<file path="config.mk">
export PLATFORM = sky130hd
export DESIGN_NAME = ami_spi_reader_flat
export DESIGN_NICKNAME = d
export VERILOG_FILES = /design/src/rtl/ami_spi_pkg.sv /design/src/rtl/ami_spi_reader_if.sv /design/src/rtl/ami_spi_tick.sv /design/src/rtl/ami_spi_reader.sv /design/src/flat_wrapper.sv
export SDC_FILE = /design/constraint.sdc
export NUM_CORES = 1
export LEC_CHECK = 0
export BUFFER_PORTS_ARGS = -buffer_cell sky130_fd_sc_hd__clkbuf_2
export CAP_MARGIN = 10
export CORE_ASPECT_RATIO = 2
export CORE_MARGIN = 10
export CORE_UTILIZATION = 45
export CTS_CLUSTER_DIAMETER = 50
export DETAILED_ROUTE_END_ITERATION = 7
export GPL_ROUTABILITY_DRIVEN = 0
export PLACE_DENSITY_LB_ADDON = 0.05
export SETUP_SLACK_MARGIN = 0.15
export SYNTH_ARGS = -nofsm -noshare
export SYNTH_HDL_FRONTEND = slang
export SYNTH_HIERARCHICAL = 1
export SYNTH_SLANG_ARGS = --single-unit
</file>
<file path="constraint.sdc">
create_clock -name sysClk -period 2.2 [get_ports sysClk]
set_clock_uncertainty 0.15 [all_clocks]
set_input_delay 0.22 -clock sysClk [delete_from_list [all_inputs] [get_ports sysClk]]
set_output_delay 0.22 -clock sysClk [all_outputs]
set_load 0.01 [all_outputs]
</file>
<file path="src/rtl/ami_spi_pkg.sv">
`default_nettype none
// ---------------------------------------------------------------------------
// ami_spi_pkg : shared types, default widths and SCLK half-period helper
// Revision    : 1.0 - initial release
// ---------------------------------------------------------------------------
package ami_spi_pkg;

  localparam int DEF_CLK_RATE   = 99999001;
  localparam int DEF_SPI_RATE   = 10000000;
  localparam int DEF_CMD_WIDTH  = 8;
  localparam int DEF_DATA_WIDTH = 16;

  typedef enum logic [1:0] {
    ST_IDLE  = 2'd0,
    ST_SETUP = 2'd1,
    ST_SHIFT = 2'd2,
    ST_GAP   = 2'd3
  } state_e;

  // Rounds up so the generated SCLK never exceeds spi_rate.
  function automatic int calc_half(longint clk_rate, longint spi_rate);
    longint div;
    longint h;
    div = 2 * spi_rate;
    h   = (clk_rate + div - 1) / div;
    return (h < 1) ? 1 : int'(h);
  endfunction

endpackage
`default_nettype wire

</file>
<file path="src/rtl/ami_spi_reader_if.sv">
`default_nettype none
// ---------------------------------------------------------------------------
// ami_spi_reader_if : host-side command/response handshake of the SPI reader
// Revision          : 1.0 - initial release
// ---------------------------------------------------------------------------
interface ami_spi_reader_if import ami_spi_pkg::*; #(
  parameter int CMD_WIDTH  = DEF_CMD_WIDTH,
  parameter int DATA_WIDTH = DEF_DATA_WIDTH
) ();

  logic                  start;
  logic [CMD_WIDTH-1:0]  cmd;
  logic                  busy;
  logic                  dataValid;
  logic [DATA_WIDTH-1:0] data;

  modport master (
    output start,
    output cmd,
    input  busy,
    input  dataValid,
    input  data
  );

  modport slave (
    input  start,
    input  cmd,
    output busy,
    output dataValid,
    output data
  );

endinterface
`default_nettype wire

</file>
<file path="src/rtl/ami_spi_tick.sv">
`default_nettype none
// ---------------------------------------------------------------------------
// ami_spi_tick : strobes once every HALF cycles; restarts the count on clear
// Revision     : 1.0 - initial release
// ---------------------------------------------------------------------------
module ami_spi_tick #(
  parameter int HALF = 5
) (
  input  logic sysClk,
  input  logic sysReset,
  input  logic clear,
  output logic tick
);

  localparam int             CNT_W    = $clog2(HALF + 1);
  localparam logic [CNT_W-1:0] CNT_LAST = CNT_W'(HALF - 1);

  logic [CNT_W-1:0] cnt_q;
  logic [CNT_W-1:0] cnt_d;

  always_comb begin
    cnt_d = cnt_q + CNT_W'(1);
    if (clear || (cnt_q == CNT_LAST)) begin
      cnt_d = '0;
    end
  end

  always_ff @(posedge sysClk) begin
    if (sysReset) begin
      cnt_q <= '0;
    end else begin
      cnt_q <= cnt_d;
    end
  end

  assign tick = (cnt_q == CNT_LAST);

endmodule
`default_nettype wire

</file>
<file path="src/rtl/ami_spi_reader.sv">
`default_nettype none
// ---------------------------------------------------------------------------
// ami_spi_reader : shifts a command out on SDI, then captures a response on SDO
// Revision       : 1.0 - initial release
// ---------------------------------------------------------------------------
module ami_spi_reader import ami_spi_pkg::*; #(
  parameter int CLK_RATE   = DEF_CLK_RATE,
  parameter int SPI_RATE   = DEF_SPI_RATE,
  parameter int CMD_WIDTH  = DEF_CMD_WIDTH,
  parameter int DATA_WIDTH = DEF_DATA_WIDTH
) (
  input  logic              sysClk,
  input  logic              sysReset,
  ami_spi_reader_if.slave   host,
  output logic              SPI_CLK,
  output logic              SPI_SDI,
  input  logic              SPI_SDO,
  output logic              SPI_CSB
);

  localparam int               HALF     = calc_half(CLK_RATE, SPI_RATE);
  localparam int               NBITS    = CMD_WIDTH + DATA_WIDTH;
  localparam int               BIT_W    = $clog2(NBITS + 1);
  localparam logic [BIT_W-1:0] BIT_LAST = BIT_W'(NBITS - 1);

  state_e                state_q,  state_d;
  logic                  phase_hi_q, phase_hi_d;
  logic [BIT_W-1:0]      bit_q,    bit_d;
  logic [CMD_WIDTH-1:0]  tx_q,     tx_d;
  logic [DATA_WIDTH-1:0] rx_q,     rx_d;
  logic [DATA_WIDTH-1:0] data_q,   data_d;
  logic                  valid_q,  valid_d;
  logic                  busy_q,   busy_d;
  logic                  sclk_q,   sclk_d;
  logic                  sdi_q,    sdi_d;
  logic                  csb_q,    csb_d;
  logic                  accept;
  logic                  tick;

  assign accept = (state_q == ST_IDLE) && host.start;

  ami_spi_tick #(.HALF(HALF)) u_tick (
    .sysClk   (sysClk),
    .sysReset (sysReset),
    .clear    (accept),
    .tick     (tick)
  );

  always_comb begin
    state_d    = state_q;
    phase_hi_d = phase_hi_q;
    bit_d      = bit_q;
    tx_d       = tx_q;
    rx_d       = rx_q;
    data_d     = data_q;
    valid_d    = 1'b0;
    busy_d     = busy_q;
    sclk_d     = sclk_q;
    sdi_d      = sdi_q;
    csb_d      = csb_q;
    case (state_q)
      ST_IDLE: begin
        if (host.start) begin
          state_d = ST_SETUP;
          tx_d    = host.cmd;
          rx_d    = '0;
          bit_d   = '0;
          busy_d  = 1'b1;
          csb_d   = 1'b0;
          sclk_d  = 1'b0;
          sdi_d   = host.cmd[CMD_WIDTH-1];
        end
      end
      ST_SETUP: begin
        if (tick) begin
          state_d    = ST_SHIFT;
          phase_hi_d = 1'b1;
          sclk_d     = 1'b1;
        end
      end
      ST_SHIFT: begin
        if (tick) begin
          if (phase_hi_q) begin
            // Zeros fill tx behind the command, so SDI idles low for the data bits.
            rx_d       = {rx_q[DATA_WIDTH-2:0], SPI_SDO};
            tx_d       = {tx_q[CMD_WIDTH-2:0], 1'b0};
            sdi_d      = tx_q[CMD_WIDTH-2];
            phase_hi_d = 1'b0;
            sclk_d     = 1'b0;
          end else if (bit_q == BIT_LAST) begin
            state_d = ST_GAP;
            csb_d   = 1'b1;
            data_d  = rx_q;
            valid_d = 1'b1;
          end else begin
            bit_d      = bit_q + BIT_W'(1);
            phase_hi_d = 1'b1;
            sclk_d     = 1'b1;
          end
        end
      end
      ST_GAP: begin
        if (tick) begin
          state_d = ST_IDLE;
          busy_d  = 1'b0;
        end
      end
      default: begin
        state_d = ST_IDLE;
      end
    endcase
  end

  always_ff @(posedge sysClk) begin
    if (sysReset) begin
      state_q    <= ST_IDLE;
      phase_hi_q <= 1'b0;
      bit_q      <= '0;
      tx_q       <= '0;
      rx_q       <= '0;
      data_q     <= '0;
      valid_q    <= 1'b0;
      busy_q     <= 1'b0;
      sclk_q     <= 1'b0;
      sdi_q      <= 1'b0;
      csb_q      <= 1'b1;
    end else begin
      state_q    <= state_d;
      phase_hi_q <= phase_hi_d;
      bit_q      <= bit_d;
      tx_q       <= tx_d;
      rx_q       <= rx_d;
      data_q     <= data_d;
      valid_q    <= valid_d;
      busy_q     <= busy_d;
      sclk_q     <= sclk_d;
      sdi_q      <= sdi_d;
      csb_q      <= csb_d;
    end
  end

  assign host.busy      = busy_q;
  assign host.dataValid = valid_q;
  assign host.data      = data_q;
  assign SPI_CLK        = sclk_q;
  assign SPI_SDI        = sdi_q;
  assign SPI_CSB        = csb_q;

endmodule
`default_nettype wire

</file>
<file path="src/flat_wrapper.sv">
// flat-port wrapper written by rule: the top's interface ports become plain ports
module ami_spi_reader_flat import ami_spi_pkg::*;
#(
  parameter int CLK_RATE   = DEF_CLK_RATE,
  parameter int SPI_RATE   = DEF_SPI_RATE,
  parameter int CMD_WIDTH  = DEF_CMD_WIDTH,
  parameter int DATA_WIDTH = DEF_DATA_WIDTH
)
  (sysClk, sysReset, SPI_CLK, SPI_SDI, SPI_SDO, SPI_CSB, host_start, host_cmd, host_busy, host_dataValid, host_data);
  ami_spi_reader_if #(.CMD_WIDTH(CMD_WIDTH), .DATA_WIDTH(DATA_WIDTH)) host_i ();
  input  logic sysClk;
  input  logic sysReset;
  output logic SPI_CLK;
  output logic SPI_SDI;
  input  logic SPI_SDO;
  output logic SPI_CSB;
  input wire logic [$bits(host_i.start)-1:0] host_start;
  input wire logic [$bits(host_i.cmd)-1:0] host_cmd;
  output wire logic [$bits(host_i.busy)-1:0] host_busy;
  output wire logic [$bits(host_i.dataValid)-1:0] host_dataValid;
  output wire logic [$bits(host_i.data)-1:0] host_data;
  assign host_i.start = host_start;
  assign host_i.cmd = host_cmd;
  assign host_busy = host_i.busy;
  assign host_dataValid = host_i.dataValid;
  assign host_data = host_i.data;
  ami_spi_reader #(.CLK_RATE(CLK_RATE), .SPI_RATE(SPI_RATE), .CMD_WIDTH(CMD_WIDTH), .DATA_WIDTH(DATA_WIDTH)) u_core (.sysClk(sysClk), .sysReset(sysReset), .host(host_i), .SPI_CLK(SPI_CLK), .SPI_SDI(SPI_SDI), .SPI_SDO(SPI_SDO), .SPI_CSB(SPI_CSB));
endmodule
</file>
After elaboration in Yosys (flattened, before gate mapping) --
Index checks and enable logic that the tools add are counted.
Cells by class: add/subtract/negate cells 2, equal/unequal tests 14, muxes and demuxes 42, bitwise logic cells 3, reduce and logical (&&, ||, !) cells 17
Operators by type and width (count):
- $mux W16 | 3
- $pmux W16 S2 | 1
- $mux W7 | 3
- $mux W5 | 4
- $mux W1 | 17
- $reduce_and A5 Y1 | 3
- $pmux W7 S2 | 1
- $mux W2 | 6
- $ne A2 B1 Y1 const B | 5
- $pmux W5 S2 | 1
- $pmux W1 S2 | 4
- $pmux W2 S4 | 1
- $reduce_and A4 Y1 | 2
- $ne A2 B2 Y1 const B | 3
- $reduce_and A3 Y1 | 2
- $reduce_and A6 Y1 | 1
- $reduce_bool A2 Y1 | 3
- $add A5 B1 Y5 const B | 1
- $eq A5 B5 Y1 const B | 1
- $eq A2 B2 Y1 const B | 2
- $reduce_or A4 Y1 | 1
- $add A3 B1 Y3 const B | 1
- $eq A3 B3 Y1 const B | 1
- $ne A3 B2 Y1 const B | 1
- 8 further kinds | 10
Word-level totals: bits in registers 55, output and inout bits 21

Longest topological paths before layout --
Gate-level depths: netlist of the first run.
word-level depth 5, depth in mapped cells 9, gate-level depth less buffers 7

Hierarchy --
Netlist of the first run, hierarchy kept.
By module, submodules not included:
- ami_spi_reader | instances 1, cells an instance 247, area each 2317.2 µm²
- ami_spi_tick | instances 1, cells an instance 13, area each 141.4 µm²

Worst setup path before layout of the first run --
Ideal clock, no wire load.
path type register -> register, from register u_core.state_q[0], to register u_core.tx_q[6], data arrival time 1.633 ns, path slack 0.285 ns, stages on the path, launching flop included 10, buffers on the path 3, clock period less this slack 1.915 ns, path through dfxtp_1 -> inv_1 -> ha_1 -> buf_6 -> mux2_4 -> and3_4 -> buf_6 -> buf_6 -> nor2_1 -> a211oi_2
Between the ends: word-level cells in the longest chain between the ends 3
Ends and longest elaborated chain:
- start: declaration | RTL line ami_spi_reader.sv:26 | state_e state_q, state_d;
- start signal: assignment | RTL line ami_spi_reader.sv:128 | state_q <= state_d;
- $eq A2 B2 Y1 or $logic_not A2 Y1 (tied branches) | RTL line ami_spi_reader.sv:61 | case (state_q)
- $ne A2 B1 Y1 (no line), or another cell as far along
- $reduce_and A4 Y1 (no line)
- end signal: assignment | RTL line ami_spi_reader.sv:131 | tx_q <= tx_d;
- end: declaration | RTL line ami_spi_reader.sv:29 | logic [CMD_WIDTH-1:0] tx_q, tx_d;
Parallel ways exist; a longest one is shown, timed or not. A chain may end at the register's enable or synchronous reset.

Final worst setup path of the first run --
from register u_core.state_q[1], to register u_core.sclk_q (netlist: u_core/SPI_CLK)
Between the ends: word-level cells in the longest chain between the ends 3
Ends and longest elaborated chain:
- $eq A2 B2 Y1, or another cell as far along | RTL line ami_spi_reader.sv:61
- $ne A3 B2 Y1 (no line), or another cell as far along
- $reduce_and A5 Y1 (no line)
- end signal: assignment | RTL line ami_spi_reader.sv:136 | sclk_q <= sclk_d;
- end: declaration | RTL line ami_spi_reader.sv:34 | logic sclk_q, sclk_d;
Parallel ways exist; a longest one is shown, timed or not.

==> impl_metrics.env, run 1 <==
export IMPL_outcome="finished, final reports clean"
export IMPL_viasPerCell=5.38
export IMPL_coreArea_um2=5370
export IMPL_finalHoldViolCount=0
export IMPL_cts_buffers=5
export IMPL_crit_buf_inv=1
export IMPL_syn_nets=280
export IMPL_grt_usage=0.121
export IMPL_synth_edf_count=0
export IMPL_worstPathArrival_ns=1.96
export IMPL_crit_family="flip-flops"
export IMPL_grt_pass1_vias=1897
export IMPL_pin_count=33
export IMPL_grt_max_degree=32
export IMPL_slowest_stage="dfxtp_1"
export IMPL_dieArea_um2=9000
export IMPL_worstPathMaxFanout=6
export IMPL_vias=1916
export IMPL_first_pass_iters=4
export IMPL_cts_sinks=55
export IMPL_die_w_um=72.3
export IMPL_ys_ff_latch=55
export IMPL_start_util=0.458
export IMPL_portBuffers=32
export IMPL_setup_tns_ns=0
export IMPL_slew_headroom=0.761
export IMPL_num_rows=38
export IMPL_postSynthCellCount=260
export IMPL_required_ns=2.25
export IMPL_die_height_um=125
export IMPL_irDropWorstVdd_mv=0.889
export IMPL_antenna_found_initial=0
export IMPL_instances_no_fill=356
export IMPL_area_growth_pct=14.3
export IMPL_insertion_delay_ns=0.32
export IMPL_startpoint_type="flop"
export IMPL_critical_path_class="reg -> reg"
export IMPL_path_cells="inv_1, ha_1, nor2b_1, a2111oi_2, mux2i_1, nor2_1"
export IMPL_synthArstFlopShare=0
export IMPL_cts_tree="done"
export IMPL_max_cap_viol_count=0
export IMPL_setup_violations=0
export IMPL_dp_cells=343
export IMPL_critical_path_endpoint_type="flop"
export IMPL_netlist_cell_type_count=45
export IMPL_routed_wl_um=5450
export IMPL_period_share=0.866
export IMPL_drive_above_1_share=0.250
export IMPL_rsz0062_at_grt="false"
export IMPL_clockBufferDepth=2
export IMPL_hpwl_um=3860
export IMPL_postSynthAreaPerCell_um2=9.46
export IMPL_synthesis_area_um2=2460
export IMPL_cts_root_buf="clkbuf_8"
export IMPL_cp_slowest_stage_delay_ns=0.42
export IMPL_fin_nets=315
export IMPL_num_antenna_cells=0
export IMPL_drtIter0Drc=105
export IMPL_clk_pin_slew_ns=0.09
export IMPL_fin_hold_ws_ns=0.0898
export IMPL_grt_overflow=0
export IMPL_fin_crit_ns=1.91
export IMPL_yosysWarnings=6
export IMPL_tightest_slew_ns=0.359
export IMPL_timing_final_max_slew_violations=0
export IMPL_hold_class="in -> reg"
export IMPL_p_per_area_nw_per_um2=1110
export IMPL_ys_seq_area_frac=0.448
export IMPL_htreeDepth=2
export IMPL_drc=0
export IMPL_postRouteAntennaNets=0
export IMPL_max_freq_ghz=0.525
export IMPL_cellLeakagePower_nw=1.20
export IMPL_grt_pass1_wl_um=8850
export IMPL_routedWlPerCell_um=15.3
export IMPL_synth_ff_type="dfxtp_1"
## report_power, final
group          switching (mW)  internal (mW)
clock                   0.336          0.258
combinational           0.844          0.521
sequential             0.0688           1.11
total                    1.25           1.88
## cell type report
class / instances / area [µm²]
fillers: 537 / 2560
multi-input cells: 179 / 1230
flip-flops and latches: 55 / 1100
repair buffers: 45 / 267
clock buffers: 6 / 82.6
well taps: 60 / 75.1
inverters: 9 / 33.8
clock inverters: 2 / 16.3
## placed cells by master, fill, tap and decap left out, types with 3 or more instances in the layout
master and instances:
clkbuf_2 32, nand3_1 20, nor2_1 29, a211oi_2 8, o21ai_0 3, or2_2 3
a21oi_1 25, mux2i_1 24, dfxtp_1 55, ha_1 7, buf_4 10, nand4_1 3
nand2_1 23, clkbuf_8 6, inv_1 9
## cells in the mapped netlist, types with 4 or more instances
| library cell | count | share of area |
|---|---|---|
| a21oi_1 | 25 | 0.051 |
| dfxtp_1 | 55 | 0.45 |
| mux2i_1 | 24 | 0.098 |
| buf_2 | 4 | 0.0081 |
| ha_1 | 8 | 0.041 |
| nand3_1 | 20 | 0.041 |
| clkbuf_1 | 7 | 0.011 |
| a211oi_2 | 8 | 0.041 |
| inv_1 | 9 | 0.014 |
| buf_6 | 6 | 0.027 |
| nand2_1 | 23 | 0.035 |
| nor2_1 | 29 | 0.044 |
## tightest hold or removal path, delay by kind of cell
family | cells | cell delay (ns)
buffers and inverters | 1 | 0.10
AND/OR/NAND/NOR | 1 | 0.11
AO/OA/AOI/OAI | 1 | 0.07
## state kept, by name, summed over array words and instances, names as in the netlist
name,cells
u_core/rx_q,16
u_core/SPI_SDI,1
u_core/host.dataValid,1
u_core/SPI_CLK,1
u_core/host.busy,1
u_core/state_q,2
u_core/bit_q,5
u_core/host.data,16
u_core/u_tick/cnt_q,3
u_core/SPI_CSB,1
u_core/phase_hi_q,1
u_core/tx_q,7
## path summary, 6_finish.rpt
check | startpoint | cells past startpoint | slack [ns] | end
worst max register to register | u_core/state_q[1] | 6 | 0.29 | u_core/SPI_CLK
worst min-delay path | sysReset | 3 | 0.09 | u_core/bit_q[4]
worst max-delay path | u_core/state_q[1] | 6 | 0.29 | u_core/SPI_CLK
worst min register to register | u_core/rx_q[15] | 2 | 0.31 | u_core/rx_q[15]
## routing by layer
| layer | part of all wire | track usage |
|---|---|---|
| met4 | 0.022 | 0.0596 |
| met2 | 0.56 | 0.219 |
| met1 | 0.38 | 0.118 |
| met5 | 0 | 0 |
| met3 | 0.042 | 0.0335 |
## kinds of logic after synthesis
kind of cell             count (synthesis)  share of synthesized area
flip-flops                              55                      0.448
buffers and inverters                   27                     0.0631
adder cells (fa/ha/maj)                  8                     0.0407
AND/OR/NAND/NOR                         97                      0.204
AO/OA/AOI/OAI                           48                      0.140
multiplexers                            25                      0.104
## timing repair
item	in CTS	in global routing
setup endpoints to repair	1	31
gates resized for setup	1	6
cloned	0	1
hold buffers	2	0
endpoints found under the hold margin	2	0
buffers inserted	0	2
pin swaps	0	1
## stage by stage
step	area [µm²]	setup WS, ns	util	total power, mW
2_1_floorplan	2460	0.285	-	2.34
3_3_place_gp	2640	0.165	0.491	2.44
3_5_place_dp	2640	0.113	0.491	2.46
4_1_cts	2760	0.167	0.514	3.07
5_1_grt	2810	0.165	0.523	3.35
6_report	2810	0.294	0.523	3.13
Note: power is estimated with default switching activity, not from simulation.
==> run 2, diff against run 1 <==
Settings changed: GPL_TIMING_DRIVEN set to 1, HOLD_SLACK_MARGIN set to 0.02, PLACE_DENSITY set to 0.69, PLACE_DENSITY_LB_ADDON 0.05 to unset.
==> impl_metrics.env, run 2 (synthesized netlist as in run 1, its figures left out) <==
export IMPL_max_freq_ghz=0.511
export IMPL_fin_nets=310
export IMPL_die_height_um=125
export IMPL_required_ns=2.26
export IMPL_num_antenna_cells=0
export IMPL_grt_max_degree=24
export IMPL_path_cells="inv_1, ha_2, and2b_4, nand4_1, or4b_1, o311ai_1"
export IMPL_fillers=518
export IMPL_portBuffers=32
export IMPL_tightest_slew_ns=0.460
export IMPL_coreArea_um2=5370
export IMPL_drtIter0Drc=156
export IMPL_fin_crit_ns=1.96
export IMPL_final_common_cell="dfxtp_1"
export IMPL_slew_headroom=0.694
export IMPL_max_cap_viol_count=0
export IMPL_hold_class="in -> reg"
export IMPL_slowest_stage="or4b_1"
export IMPL_routedWlPerCell_um=14.9
export IMPL_start_util=0.458
export IMPL_clk_pin_slew_ns=0.10
export IMPL_drc=0
export IMPL_startpoint_type="flop"
export IMPL_p_per_area_nw_per_um2=1150
export IMPL_grt_pass1_wl_um=8640
export IMPL_timing_final_max_slew_violations=0
export IMPL_grt_overflow=0
export IMPL_area_growth_pct=12.9
export IMPL_critical_path_class="reg -> reg"
export IMPL_dieArea_um2=9000
export IMPL_num_rows=38
export IMPL_antenna_found_initial=0
export IMPL_routed_wl_um=5230
export IMPL_grt_usage=0.116
export IMPL_cts_sinks=55
export IMPL_setup_tns_ns=0
export IMPL_critical_path_endpoint_type="flop"
export IMPL_irDropWorstVdd_mv=0.881
export IMPL_die_w_um=72.3
export IMPL_worstPathMaxFanout=10
export IMPL_pin_count=33
export IMPL_outcome="finished, final reports clean"
export IMPL_cts_buffers=5
export IMPL_finalHoldViolCount=0
export IMPL_cp_slowest_stage_delay_ns=0.49
export IMPL_postRouteAntennaNets=0
export IMPL_fin_hold_ws_ns=0.0311
export IMPL_vias=1924
export IMPL_rsz0062_at_grt="false"
export IMPL_insertion_delay_ns=0.31
export IMPL_grt_pass1_vias=1864
export IMPL_drive_above_1_share=0.244
export IMPL_cts_root_buf="clkbuf_8"
export IMPL_hpwl_um=3660
export IMPL_cts_tree="done"
export IMPL_setup_violations=0
export IMPL_cellLeakagePower_nw=1.18
export IMPL_layout_common_cells="dfxtp_1, clkbuf_2, nor2_1"
export IMPL_worstPathArrival_ns=2.02
export IMPL_first_pass_iters=4
export IMPL_period_share=0.889
export IMPL_htreeDepth=2
export IMPL_clockBufferDepth=2
export IMPL_viasPerCell=5.48
## run 2: cell count changes in the layout (fill, tap and decap cells not counted), sizes merged
cell         delta
bufinv          +1
dlygate4sd3     -1
clkinvlp        -1
buf             -4
## run 2: stage by stage
stage	cells	power [mW]	setup WS, ns	instance area [µm²]	utilization
after floorplan	260	2.34	0.285	2460	-
after global placement	341	2.40	0.194	2630	0.489
after detailed placement	341	2.44	0.111	2630	0.489
after CTS	351	3.21	0.222	2770	0.515
after global routing	351	3.40	0.154	2780	0.517
final	351	3.19	0.244	2780	0.517
## run 2: power by group
part / switching [mW] / total [mW] / internal [mW] / leakage, nW
clock network: 0.322 / 0.690 / 0.369 / 0.0612
registers: 0.0726 / 1.18 / 1.11 / 0.447
logic: 0.830 / 1.32 / 0.487 / 0.674
total: 1.22 / 3.19 / 1.96 / 1.18
## run 2: timing repair
action | 4_1_cts | 5_1_grt
gates resized for setup | 3 | 4
hold buffers | 1 | 0
endpoints found under the hold margin | 1 | 0
setup buffers | 0 | 0
gates cloned | 1 | 0
pin swaps | 1 | 0
setup endpoints to repair | 31 | 28
## run 2: per-layer routing
layer | part of all wire | global-route usage | vias up
li1 | - | - | 965
met1 | 0.38 | 0.115 | 899
met2 | 0.54 | 0.206 | 46
met3 | 0.047 | 0.0319 | 14
met4 | 0.031 | 0.0630 | 0
met5 | 0 | 0 | -
## run 2: cell type report
| class | count | area (µm²) | share of cell area |
|---|---|---|---|
| Tap cell | 60 | 75.1 | 0.0270 |
| Multi-Input combinational cell | 179 | 1220 | 0.440 |
| Sequential cell | 55 | 1100 | 0.397 |
| Clock inverter | 2 | 35.0 | 0.0126 |
| Timing Repair Buffer | 40 | 226 | 0.0816 |
| Inverter | 9 | 33.8 | 0.0122 |
| Clock buffer | 6 | 82.6 | 0.0297 |
## run 2: critical path, delay by kind of cell (launching register included)
family                     cells  cell delay [ns]
buffers and inverters          1             0.08
adders and majority gates      1             0.33
and+or+nand+nor                3             0.85
AOI/OAI and AO/OA              1             0.09
DFF                            1             0.36
## run 2: final timing paths
check,from,end,slack (ns),depth (start not counted)
worst max-delay path,u_core/state_q[0],u_core/bit_q[4],0.24,6
worst min-delay path,SPI_SDO,u_core/rx_q[0],0.03,3
worst max register to register,u_core/state_q[0],u_core/bit_q[4],0.24,6
worst min register to register,u_core/u_tick/cnt_q[0],u_core/u_tick/cnt_q[0],0.31,1
